### src/rtl/csa_8.sv
// csa_8: 8-bit registered carry-select adder, {CARRY,SUM} = A + B + CIN.
// Define CSA8_OVF_EN to add the registered signed-overflow output OVF.

module csa8_fa (
    input  logic a_i,
    input  logic b_i,
    input  logic c_i,
    output logic s_o,
    output logic co_o
);
    assign s_o  = a_i ^ b_i ^ c_i;
    assign co_o = (a_i & b_i) | (a_i & c_i) | (b_i & c_i);
endmodule

module csa8_rca4 (
    input  logic [3:0] a_i,
    input  logic [3:0] b_i,
    input  logic       c_i,
    output logic [3:0] s_o,
    output logic       co_o
);
    logic [4:0] c;

    assign c[0] = c_i;

    for (genvar i = 0; i < 4; i++) begin : g_fa
        csa8_fa u_fa (
            .a_i  (a_i[i]),
            .b_i  (b_i[i]),
            .c_i  (c[i]),
            .s_o  (s_o[i]),
            .co_o (c[i+1])
        );
    end

    assign co_o = c[4];
endmodule

module csa_8 (
    input  logic       clk,
    input  logic       rst,
    input  logic [7:0] A,
    input  logic [7:0] B,
    input  logic       CIN,
    output logic [7:0] SUM,
    output logic       CARRY
`ifdef CSA8_OVF_EN
    ,
    output logic       OVF
`endif
);
    logic [3:0] lo_s;
    logic       lo_c;
    logic [3:0] hi0_s;
    logic       hi0_c;
    logic [3:0] hi1_s;
    logic       hi1_c;

    logic [7:0] sum_d;
    logic [7:0] sum_q;
    logic       carry_d;
    logic       carry_q;

    csa8_rca4 u_lo (
        .a_i  (A[3:0]),
        .b_i  (B[3:0]),
        .c_i  (CIN),
        .s_o  (lo_s),
        .co_o (lo_c)
    );

    // Upper nibble computed speculatively for both possible carry-ins.
    csa8_rca4 u_hi0 (
        .a_i  (A[7:4]),
        .b_i  (B[7:4]),
        .c_i  (1'b0),
        .s_o  (hi0_s),
        .co_o (hi0_c)
    );

    csa8_rca4 u_hi1 (
        .a_i  (A[7:4]),
        .b_i  (B[7:4]),
        .c_i  (1'b1),
        .s_o  (hi1_s),
        .co_o (hi1_c)
    );

    // Lower-nibble carry picks the matching upper adder result.
    always_comb begin
        sum_d[3:0] = lo_s;
        sum_d[7:4] = lo_c ? hi1_s : hi0_s;
        carry_d    = lo_c ? hi1_c : hi0_c;
    end

    // Result register, cleared immediately by reset.
    always_ff @(posedge clk or posedge rst) begin
        if (rst) begin
            sum_q   <= 8'h00;
            carry_q <= 1'b0;
        end else begin
            sum_q   <= sum_d;
            carry_q <= carry_d;
        end
    end

    assign SUM   = sum_q;
    assign CARRY = carry_q;

`ifdef CSA8_OVF_EN
    logic c7_in;
    logic ovf_d;
    logic ovf_q;

    // Carry into bit 7 is recovered from that bit's sum and operands.
    always_comb begin
        c7_in = sum_d[7] ^ A[7] ^ B[7];
        ovf_d = c7_in ^ carry_d;
    end

    // Overflow register, same latency as the sum.
    always_ff @(posedge clk or posedge rst) begin
        if (rst) begin
            ovf_q <= 1'b0;
        end else begin
            ovf_q <= ovf_d;
        end
    end

    assign OVF = ovf_q;
`endif

endmodule

### config.mk
export PLATFORM = sky130hd
export DESIGN_NAME = csa_8
export DESIGN_NICKNAME = d
export VERILOG_FILES = /design/src/rtl/csa_8.sv
export SDC_FILE = /design/constraint.sdc
export NUM_CORES = 1
export LEC_CHECK = 0
export CORE_AREA = 2 2 39 41
export DETAILED_ROUTE_END_ITERATION = 7
export DIE_AREA = 0 0 41 43
export DONT_BUFFER_PORTS = 1
export PLACE_DENSITY_LB_ADDON = 0.25
export RECOVER_POWER = 25
export SYNTH_ARGS = -nofsm -noshare
export SYNTH_HDL_FRONTEND = slang
export SYNTH_SLANG_ARGS = --single-unit
### constraint.sdc
create_clock -name clk -period 1.15 [get_ports clk]
set_input_delay 0.1725 -clock clk [delete_from_list [all_inputs] [get_ports clk]]
set_output_delay 0.1725 -clock clk [all_outputs]
set_load 0.005 [all_outputs]
==> metrics.cfg <==
[power_and_ir_drop]
cellPowerDensity_mw_per_mm2=1270
peakVddDrop_mv=0.474
p_total_uw=787
leakage_nw=0.283

[timing]
max_freq_mhz=490
fin_tns_setup_ns=-3.93
fin_crit_ns=2.04
finalSetupViolCount=6
fin_ws_ns=-0.890
maxSlewHeadroom=0.776
fin_crit_sh=1.77
tightestPinTransition_ns=0.336
final_hold_viol_count=0
drv_slew=0
rsz0062_at_grt=yes

[die]
placementRows=14
die_x_um=41
core-area_mm2=0.00138
die-area_mm2=0.00176
pin_count=28
start_util=0.355
die_h_um=43

[drt]
drt_pre_antenna_iters=2
wl_per_cell_um=13.0
initialDrtViolationCount=2
via_per_inst=4.69
drcViolationCount=0
wirelength_um=807
vias=291
drt.antenna.violating_nets=0

[setup_path]
critPathKind=input port to flop
cp_max_fo=3
crit_arrival_ns=2.19
endpoint_kind=flop
startpoint_type=input port
critPathRequiredTime_ns=1.30

[logic_synthesis]
synth_top_cell_by_area=dfrtp_1
synth_fp_nets=68
synth_cells=40
syn_area_um2=492
synth-seq-area-share=0.458
ys_types=11
ys_seq_elements=9
yosys-top-cells-area=dfrtp_1 46%, fa_1 16%, ha_1 13%
yosys_warnings=0
syn_area_per_cell_um2=12.3
synth_top_cell_area_share=0.458

[layout]
n_fill_cell=140
nets=75
drive_gt1_frac=0.304
diodes=0
finalInstanceArea_um2=622
area_growth_pct=26.5

[clock_network]
clock_path_buffers=2
cts_sinks=9
cts_tree=built
clockRootBuffer=clkbuf_4
htreeDepth=1
numCtsBuffers=3
path_clk_slew_ns=0.06

[global_route]
grt_pass1_vias=372
grt_pass1_wl_um=1410
grt_max_degree=10
antenna_found_initial=0
track_usage=0.127
gr-total-overflow=0

[placement]
dp_hpwl_um=684
placed_cell_area_um2=551
port-buffer-count=0
preCtsSetupSlack_ns=-1.16
gp_congestion=0.547

[run_status]
status=complete, but fails checks
violations=negative setup slack

[hold_path]
hp-class=input port to flop

[flow_run]
drv_cap=0

==> worst max-delay path: stages <==
cell       delay (ns)
clkinv_16        0.02
fa_2             0.18
inv_2            0.04
fa_2             0.34
fa_2             0.37
fa_2             0.39
mux2i_2          0.19
o311a_1          0.34
xnor2_1          0.14
==> cell type report <==
class | count | area [µm²] | share of cell area
Clock buffer | 4 | 26.3 | 0.0423
Multi-Input combinational cell | 21 | 250 | 0.402
Timing Repair Buffer | 2 | 21.3 | 0.0342
Sequential cell | 9 | 225 | 0.362
Tap cell | 16 | 20.0 | 0.0322
Inverter | 10 | 78.8 | 0.127
==> final timing paths <==
check / startpoint / slack [ns] / endpoint / cells past startpoint
min in group asynchronous: rst / 0.31 / SUM[2] / 2
hold / removal: B[7] / 0.07 / CARRY / 2
max in group asynchronous: rst / 0.59 / SUM[4] / 2
setup / recovery: A[0] / -0.89 / SUM[7] / 9
==> registers in the layout (all words and copies together) (netlist names) <==
signal and cells:
SUM 8, CARRY 1
==> layout by cell type (no fill, tap or decap), drive strengths merged <==
cell / Yosys / final
mux2i: 1 / 1
fa: 4 / 4
xor2: 2 / 2
dfrtp: 9 / 9
o21bai: 2 / 2
o21ai: 1 / 1
buf: 0 / 1
clkinv: 0 / 2
xnor2: 2 / 2
dlygate4sd3: 0 / 1
inv: 10 / 8
o311a: 1 / 1
ha: 5 / 5
clkbuf: 0 / 4
nor2: 3 / 3
==> cell families after synthesis <==
group / count (synthesis) / share of synthesized area
AOI/OAI and AO/OA: 4 / 0.0611
xor gates and xnor gates: 4 / 0.0713
adders and majority gates: 9 / 0.290
buffers and inverters: 10 / 0.0763
DFF: 9 / 0.458
muxes: 1 / 0.0204
and+or+nand+nor: 3 / 0.0229
==> per-layer routing <==
| layer | up-vias | global-route usage | part of all wire |
|---|---|---|---|
| met5 | - | 0 | 0 |
| met1 | 144 | 0.108 | 0.30 |
| met2 | 14 | 0.206 | 0.60 |
| met3 | 2 | 0.0419 | 0.083 |
| met4 | 0 | 0.120 | 0.017 |
| li1 | 131 | - | - |
==> what timing repair did <==
item / CTS / global route
pin swaps: 0 / 1
hold endpoints to repair: 9 / 0
buffers inserted: 1 / 1
gates resized for setup: 1 / 7
hold buffers: 1 / 0
setup endpoints to repair: 6 / 6
==> cells in the mapped netlist (all sizes together) <==
master	count
mux2i	1
nor2	3
o311a	1
ha	5
fa	4
xnor2	2
o21bai	2
o21ai	1
inv	10
xor2	2
dfrtp	9
==> stage by stage <==
step	instances	hold WS, ns	util
after floorplan	40	0.000418	-
after global placement	57	0.0304	0.398
after detailed placement	57	0.0370	0.398
after CTS	63	0.0797	0.432
after global routing	62	0.107	0.449
final	62	0.0715	0.449
==> where the power goes <==
| part | internal, mW | switching, mW |
|---|---|---|
| Combinational | 0.0763 | 0.0639 |
| Clock | 0.134 | 0.108 |
| Sequential | 0.376 | 0.0298 |
No activity file was read; power rests on OpenSTA's default activity.
